`src/rtl/multiword_adder_ctrl.sv`:
```
// multiword_adder_ctrl
//   Sequential multi-precision add/subtract. A single 8-bit ripple-carry
//   adder is reused once per byte, least-significant byte first, with the
//   inter-byte carry held in a register. Subtraction is A + ~B + 1.
//
//   Ports:
//     clk, rst        clock, synchronous active-high reset
//     start           request, sampled only while idle
//     op_sub          0 = a+b, 1 = a-b (latched with operands)
//     a, b            operands, 8*NBYTES bits, latched on accepted start
//     busy            high while bytes are being processed
//     done            one-cycle pulse, result valid
//     sum             result, updated only at completion
//     cout            carry out of the MSB (subtract: 1 = no borrow)
//     ovf             two's-complement signed overflow

module RippleCarryAdder8 (
    input  logic [7:0] a,
    input  logic [7:0] b,
    input  logic       cin,
    output logic [7:0] s,
    output logic       cout
);
    logic [8:0] c;

    assign c[0] = cin;

    for (genvar i = 0; i < 8; i++) begin : g_fa
        assign s[i]   = a[i] ^ b[i] ^ c[i];
        assign c[i+1] = (a[i] & b[i]) | (c[i] & (a[i] ^ b[i]));
    end

    assign cout = c[8];
endmodule

module multiword_adder_ctrl #(
    parameter int NBYTES = 4
) (
    input  logic                  clk,
    input  logic                  rst,
    input  logic                  start,
    input  logic                  op_sub,
    input  logic [8*NBYTES-1:0]   a,
    input  logic [8*NBYTES-1:0]   b,
    output logic                  busy,
    output logic                  done,
    output logic [8*NBYTES-1:0]   sum,
    output logic                  cout,
    output logic                  ovf
);
    localparam int W  = 8 * NBYTES;
    localparam int IW = (NBYTES > 1) ? $clog2(NBYTES) : 1;

    localparam logic [1:0] S_IDLE = 2'd0;
    localparam logic [1:0] S_RUN  = 2'd1;
    localparam logic [1:0] S_DONE = 2'd2;

    logic [1:0]    state;
    logic [IW-1:0] idx;
    logic          carry;
    logic [W-1:0]  opa;
    logic [W-1:0]  opb;     // already conditioned: b ^ {W{op_sub}}
    logic [W-1:0]  res;

    logic [7:0]    add_s;
    logic          add_co;
    logic [W-1:0]  res_next;
    logic          last;
    logic          ovf_next;

    RippleCarryAdder8 u_add (
        .a    (opa[8*idx +: 8]),
        .b    (opb[8*idx +: 8]),
        .cin  (carry),
        .s    (add_s),
        .cout (add_co)
    );

    assign last = (idx == IW'(NBYTES - 1));

    // Overflow from sign bits: operands agree in sign, result disagrees.
    // Only meaningful while the top byte is on the adder.
    assign ovf_next = (opa[W-1] == opb[W-1]) && (add_s[7] != opa[W-1]);

    always_comb begin
        res_next              = res;
        res_next[8*idx +: 8]  = add_s;
    end

    always_ff @(posedge clk) begin
        if (rst) begin
            state <= S_IDLE;
            idx   <= '0;
            carry <= 1'b0;
            opa   <= '0;
            opb   <= '0;
            res   <= '0;
            busy  <= 1'b0;
            done  <= 1'b0;
            sum   <= '0;
            cout  <= 1'b0;
            ovf   <= 1'b0;
        end else begin
            case (state)
                S_IDLE: begin
                    done <= 1'b0;
                    if (start) begin
                        opa   <= a;
                        opb   <= b ^ {W{op_sub}};
                        carry <= op_sub;
                        idx   <= '0;
                        busy  <= 1'b1;
                        state <= S_RUN;
                    end
                end
                S_RUN: begin
                    res   <= res_next;
                    carry <= add_co;
                    if (last) begin
                        sum   <= res_next;
                        cout  <= add_co;
                        ovf   <= ovf_next;
                        done  <= 1'b1;
                        busy  <= 1'b0;
                        idx   <= '0;
                        state <= S_DONE;
                    end else begin
                        idx <= idx + IW'(1);
                    end
                end
                S_DONE: begin
                    done  <= 1'b0;
                    state <= S_IDLE;
                end
                default: begin
                    done  <= 1'b0;
                    busy  <= 1'b0;
                    state <= S_IDLE;
                end
            endcase
        end
    end
endmodule

```
`config.mk`:
```
export PLATFORM = sky130hd
export DESIGN_NAME = multiword_adder_ctrl
export DESIGN_NICKNAME = d
export VERILOG_FILES = /design/src/rtl/multiword_adder_ctrl.sv
export SDC_FILE = /design/constraint.sdc
export NUM_CORES = 1
export LEC_CHECK = 0
export CAP_MARGIN = 20
export CELL_PAD_IN_SITES_DETAIL_PLACEMENT = 1
export CELL_PAD_IN_SITES_GLOBAL_PLACEMENT = 1
export CORE_MARGIN = 1.5
export CORE_UTILIZATION = 36
export CTS_BUF_LIST = sky130_fd_sc_hd__clkbuf_4 sky130_fd_sc_hd__clkbuf_8 sky130_fd_sc_hd__clkbuf_16
export CTS_CLUSTER_DIAMETER = 150
export CTS_CLUSTER_SIZE = 25
export DETAILED_ROUTE_END_ITERATION = 8
export PLACE_DENSITY = 0.79
export SLEW_MARGIN = 30
export SYNTH_ARGS = -nofsm -noshare
export SYNTH_HDL_FRONTEND = slang
export SYNTH_SLANG_ARGS = --single-unit
```
`constraint.sdc`:
```
create_clock -name clk -period 4.6 [get_ports clk]
set_input_delay 0.46 -clock clk [delete_from_list [all_inputs] [get_ports clk]]
set_output_delay 0.46 -clock clk [all_outputs]
set_load 0.005 [all_outputs]
```
### Word-level counts from Yosys, hierarchy flattened

Index checks and enable logic that the tools add are counted.

* flip-flop bits (word level): 137
* latch bits: 0
* RAM bits: 0
* ROM bits: 0
* input bits: 68
* output and inout port bits: 36
* word-level logic and storage cells: 88
* memories: 0

* add/sub/neg operators: 2
* multiply operators: 0
* divide/modulo/power cells: 0
* magnitude comparators: 0
* eq/ne operators: 7
* shifts and indexed selects: 4
* mux-type cells: 12
* bitwise gates (word level): 43
* reductions and logical operators: 9

Operators with widths (number)
* variable part select 32 x 6 -> 8 bit: 2
* negator 5 -> 34 bit: 1
* variable shift 8 x 34 -> 32 bit, first input constant: 1
* variable part select 8 x 34 -> 32 bit: 1
* bitwise mux 32 bit: 1
* XOR 32 bit: 1
* bitwise AND 1 bit: 16
* XOR 1 bit: 16
* two-way mux 2 bit: 4
* OR 1 bit: 8
* case mux 2 bit (2 select lines): 2
* AND reduction 2 bit: 4
* == test 2 bit, second input constant: 2
* != test 2 bit, second input constant: 2
* two-way mux 1 bit: 3
* case mux 1 bit (3 select lines): 1
* AND reduction 3 bit: 1
* adder 2 x 1 -> 2 bit, second input constant: 1
* == test 2 x 1 -> 1 bit, second input constant: 1
* logical NOT 2 bit: 1
* inverter 1 bit: 2
* case mux 1 bit (2 select lines): 1
* nonzero test 2 bit: 1
* OR reduction 2 bit: 1
* 3 further kinds: 3

### Longest topological paths before layout

* word-level depth: 19
* mapped depth: 19
* depth with buffers taken out: 16

### Cells and area by module

From an unflattened synthesis, not the netlist that was laid out.

* cell total of the unflattened synthesis: 640
* area, all modules: 6118.4 um^2

By module, submodules not included
* multiword_adder_ctrl: instances 1, cells an instance 622, area each 5920.7 um^2, sequential area each 2742.6 um^2
* RippleCarryAdder8: instances 1, cells an instance 18, area each 197.7 um^2, sequential area each 0.0 um^2

### Least setup slack after synthesis

No wires, ideal clock.

* path kind: flip-flop to flip-flop
* start: register idx[1]
* end: register ovf
* library setup time: 78 ps
* arrival: 4590 ps
* data required time: 4522 ps
* path slack: -68 ps
* stages on the path, launching flop included: 20
* buffers on the path: 3
* period minus slack after synthesis: 4668 ps
* path through: dfxtp_1 > buf_2 > buf_2 > mux4_2 > inv_1 > fa_1 > fa_1 > fa_1 > fa_1 > fa_1 > inv_1 > fa_1 > inv_1 > fa_1 > inv_1 > fa_1 > clkbuf_1 > and3b_1 > a211oi_1 > nor3_1

* longest elaborated chain between the ends: 19
* elaborated cells on any way between the ends: 36
* classes of those cells: 2 x eq/ne; 2 x shift; 30 x bitwise; 2 x reduce/logical

RTL lines
* start: declaration: line 59 `logic [IW-1:0] idx;`
* start signal: assignment: line 128 `idx <= idx + IW'(1);`
* variable part select 32 x 6 -> 8 bit, on equally long branches: line 72, 73
* XOR 1 bit: line 30 `assign c[i+1] = (a[i] & b[i]) | (c[i] & (a[i] ^ b[i]));`
* bitwise AND 1 bit: line 30
* OR 1 bit: line 30
* bitwise AND 1 bit: line 30
* OR 1 bit: line 30
* bitwise AND 1 bit: line 30
* OR 1 bit: line 30
* (+3 left out)
* OR 1 bit: line 30
* bitwise AND 1 bit: line 30
* OR 1 bit: line 30
* bitwise AND 1 bit: line 30
* OR 1 bit: line 30
* XOR 1 bit: line 29 `assign s[i] = a[i] ^ b[i] ^ c[i];`
* != test 1 bit: line 83 `assign ovf_next = (opa[W-1] == opb[W-1]) && (add_s[7] != opa[W-1]);`
* logical AND 1 bit: line 83
* end signal: assignment: line 122 `ovf <= ovf_next;`
* end: declaration: line 49 `output logic ovf`

Parallel ways exist; a longest one is shown, timed or not.
A chain may end at the register's enable or synchronous reset.

### Worst setup path in the final report

* start: register idx[0]
* end: register sum[31]

* longest elaborated chain between the ends: 19
* elaborated cells on any way between the ends: 45
* classes of those cells: 1 x add/sub; 1 x eq/ne; 4 x shift; 1 x mux; 37 x bitwise; 1 x reduce/logical

RTL lines
* variable part select 32 x 6 -> 8 bit, on equally long branches: line 72, 73
* XOR 1 bit: line 29, 30
* bitwise AND 1 bit: line 30
* OR 1 bit: line 30
* bitwise AND 1 bit: line 30
* OR 1 bit: line 30
* bitwise AND 1 bit: line 30
* OR 1 bit: line 30
* (+3 left out)
* OR 1 bit: line 30
* bitwise AND 1 bit: line 30
* OR 1 bit: line 30
* bitwise AND 1 bit: line 30
* OR 1 bit: line 30
* XOR 1 bit: line 29
* variable part select 8 x 34 -> 32 bit: line 87 `res_next[8*idx +: 8] = add_s;`
* bitwise mux 32 bit: line 87
* end signal: assignment: line 120 `sum <= res_next;`
* end: declaration: line 47 `output logic [8*NBYTES-1:0] sum,`

Parallel ways exist; a longest one is shown, timed or not.

==> results.json <==
{
  "slew_headroom_pct": 30.8,
  "placed_cell_area_mm2": 0.00715,
  "fill_cells": 1865,
  "p_leak_nw": 2.80,
  "core_area_mm2": 0.0165,
  "drt-initial-drc-count": 334,
  "drv_cap": 0,
  "path_cells": "mux4_2 > inv_1 > fa_2 > fa_2 > fa_1 > fa_2 > fa_1 > inv_1 > fa_1 > inv_1 > fa_1 > inv_2 > fa_2 > buf_4 > a221oi_1 > nor3_1",
  "synth_largest_area_cell": "dfxtp_1",
  "endpoint_kind": "register",
  "async_flop_share_pct": 0,
  "die_y_um": 133,
  "grtUsageTotal_pct": 20.0,
  "synth_common_cells": "dfxtp_1 (137), nor2_1 (105), nand2_1 (67)",
  "clock_skew_ps": 7.10,
  "max_freq_mhz": 225,
  "startpoint_type": "register",
  "viasPerCell": 5.34,
  "cts_tree": "done",
  "avgSynthCellArea_um2": 9.27,
  "drive_above_1_share_pct": 10.6,
  "setup_viol": 0,
  "multi_input_area_mm2": 0.00295,
  "start_util_pct": 36.7,
  "wl_per_cell_um": 17.7,
  "gr-total-overflow": 0,
  "gp_congestion": 0.832,
  "ys.warnings.count": 0,
  "power.density_mw_per_mm2": 390,
  "arrival_ps": 4720,
  "max-vdd-ir-drop_mv": 0.265,
  "fin_nets": 815,
  "grt_max_degree": 100,
  "antennaDiodeCount": 0,
  "die_area_mm2": 0.0177,
  "status": "finished clean",
  "grt_pass1_wl_mm": 27.8,
  "syn-instance-count": 655,
  "design_area_mm2": 0.00780,
  "crit_type": "reg2reg",
  "worst_pin_slew_ps": 1040,
  "yosys-top-cells-area": "dfxtp_1 (45%), nor2_1 (6.5%), mux4_2 (5.9%)",
  "cts_buffer_depth": 2,
  "io_pins": 104,
  "fin_cells": 965,
  "seqCellArea_mm2": 0.00274,
  "synth_cell_types": 33,
  "post-synth-top-count-cell": "dfxtp_1",
  "report.final.slew_viol_count": 0,
  "drt_first_pass_iters": 4,
  "cp_slowest_stage_delay_ps": 470,
  "syn_nets": 737,
  "drcViolationCount": 0,
  "holdWs_ps": 453,
  "grt_setup_unrepaired": "yes",
  "area_delta_synth_final_pct": 28.6,
  "ant_nets": 0,
  "root_buffer": "clkbuf_16",
  "cts.clk_slew.worst_paths_ps": 50,
  "finalCritPeriodShare_pct": 96.6,
  "hold_buffers": 0,
  "portBuffers": 103,
  "hpwl_mm": 11.7,
  "cp_data_required_time_ps": 4870,
  "syn_area_mm2": 0.00607,
  "cpMaxStageDelayCell": "fa_2",
  "grt_pass1_vias": 5414,
  "rows": 47,
  "numCtsBuffers": 17,
  "via_count": 5154,
  "post-place-cells": 930,
  "synth_seq_area_share_pct": 45.2,
  "insertion_delay_ps": 420,
  "worstPathMaxFanout": 5,
  "cts.sinks": 137,
  "yosys_register_bits": 137,
  "hp-class": "reg2reg",
  "synth_edf_count": 0,
  "synth_ff_type": "dfxtp_1",
  "htree_levels": 4,
  "wirelength_mm": 17.1,
  "antenna_found_initial": 0,
  "finalCriticalPeriod_ps": 4440,
  "hold_viol_final": 0,
  "die_x_um": 133,
  "yosysTopAreaCellShare_pct": 45.2
}
-- final timing paths --
| kind | slack (ps) | cells after the start | from | endpoint |
|---|---|---|---|---|
| worst min-delay path | 450 | 2 | opa[30] | opa[30] |
| worst min register to register | 450 | 2 | opa[30] | opa[30] |
| worst max-delay path | 160 | 16 | idx[0] | sum[31] |
| worst max register to register | 160 | 16 | idx[0] | sum[31] |
-- logic make-up (layout without fill, tap and decap cells) --
group / Yosys count / count (layout) / synth area share (%)
AOI/OAI and AO/OA: 139 / 139 / 16.5
muxes: 16 / 16 / 5.94
DFF: 137 / 137 / 45.2
xor gates and xnor gates: 32 / 32 / 4.62
and+or+nand+nor: 230 / 230 / 16.8
buffers and inverters: 87 / 177 / 7.01
adders and majority gates: 14 / 14 / 3.87
-- per-layer routing --
metal  track usage [%]  share of wire (%)  wire length (um)
met4              7.57                2.2               375
met3              4.48                5.2               886
met5                 0                  0                 0
met1              24.5                 42              7190
met2              34.4                 51              8630
-- flip-flops by register name, indices dropped and copies added, names as in the netlist --
signal and flops:
done 1, res 32, cout 1, carry 1
state 2, sum 32, ovf 1, busy 1
opa 32, opb 32, idx 2
-- critical path, delay by kind of cell (launching register included) --
| family | cells | cell delay [ps] |
|---|---|---|
| AND/OR/NAND/NOR | 1 | 80 |
| adder cells (fa/ha/maj) | 8 | 2800 |
| AO/OA/AOI/OAI | 1 | 280 |
| multiplexers | 1 | 330 |
| buffers and inverters | 5 | 460 |
| flip-flops | 1 | 350 |
-- report_power, final --
group | internal [mW] | leakage [nW] | switching [mW]
sequential | 1.24 | 1.12 | 0.0346
clock | 0.857 | 0.297 | 0.490
combinational | 0.186 | 1.39 | 0.239
-- cells in the final DEF, fill, tap and decap left out, types with 7 or more instances in the layout --
| cell | synthesis | routed |
|---|---|---|
| clkdlybuf4s50_1 | 0 | 101 |
| mux4_2 | 16 | 16 |
| a211oi_1 | 33 | 33 |
| dfxtp_1 | 137 | 136 |
| nor3b_1 | 7 | 7 |
| a22oi_1 | 26 | 26 |
| a32oi_1 | 8 | 7 |
| xnor2_1 | 32 | 32 |
| nand2_1 | 67 | 67 |
| nor3_1 | 34 | 34 |
| nor2_1 | 105 | 105 |
| clkbuf_16 | 0 | 17 |
| a21oi_1 | 36 | 36 |
| buf_4 | 7 | 14 |
| clkinv_2 | 0 | 8 |
| a221oi_1 | 32 | 31 |
| inv_1 | 28 | 27 |
-- cell type report --
cell class | count | share of cell area [%]
multi-input cells | 431 | 37.8
flip-flops and latches | 137 | 35.2
repair buffers | 118 | 14.8
clock buffers | 20 | 5.74
well taps | 220 | 3.53
clock inverters | 11 | 1.67
inverters | 28 | 1.35
-- what timing repair did --
action	in CTS	in global routing
endpoints found under the setup margin	5	6
pin swaps	0	3
gates cloned	0	0
setup buffers	0	4
gates resized for setup	1	9
-- per-stage QoR --
step	TNS [ps]	setup slack [ps]	power [mW]	util [%]
3_3_place_gp	0	126	1.67	43.2
4_1_cts	0	9.15	3.04	46.8
2_1_floorplan	0	12.8	1.53	-
3_5_place_dp	0	2.79	1.69	43.2
5_1_grt	-34.6	-23.5	3.16	47.2
6_report	0	156	3.04	47.2
(Power assumes the default switching activity.)
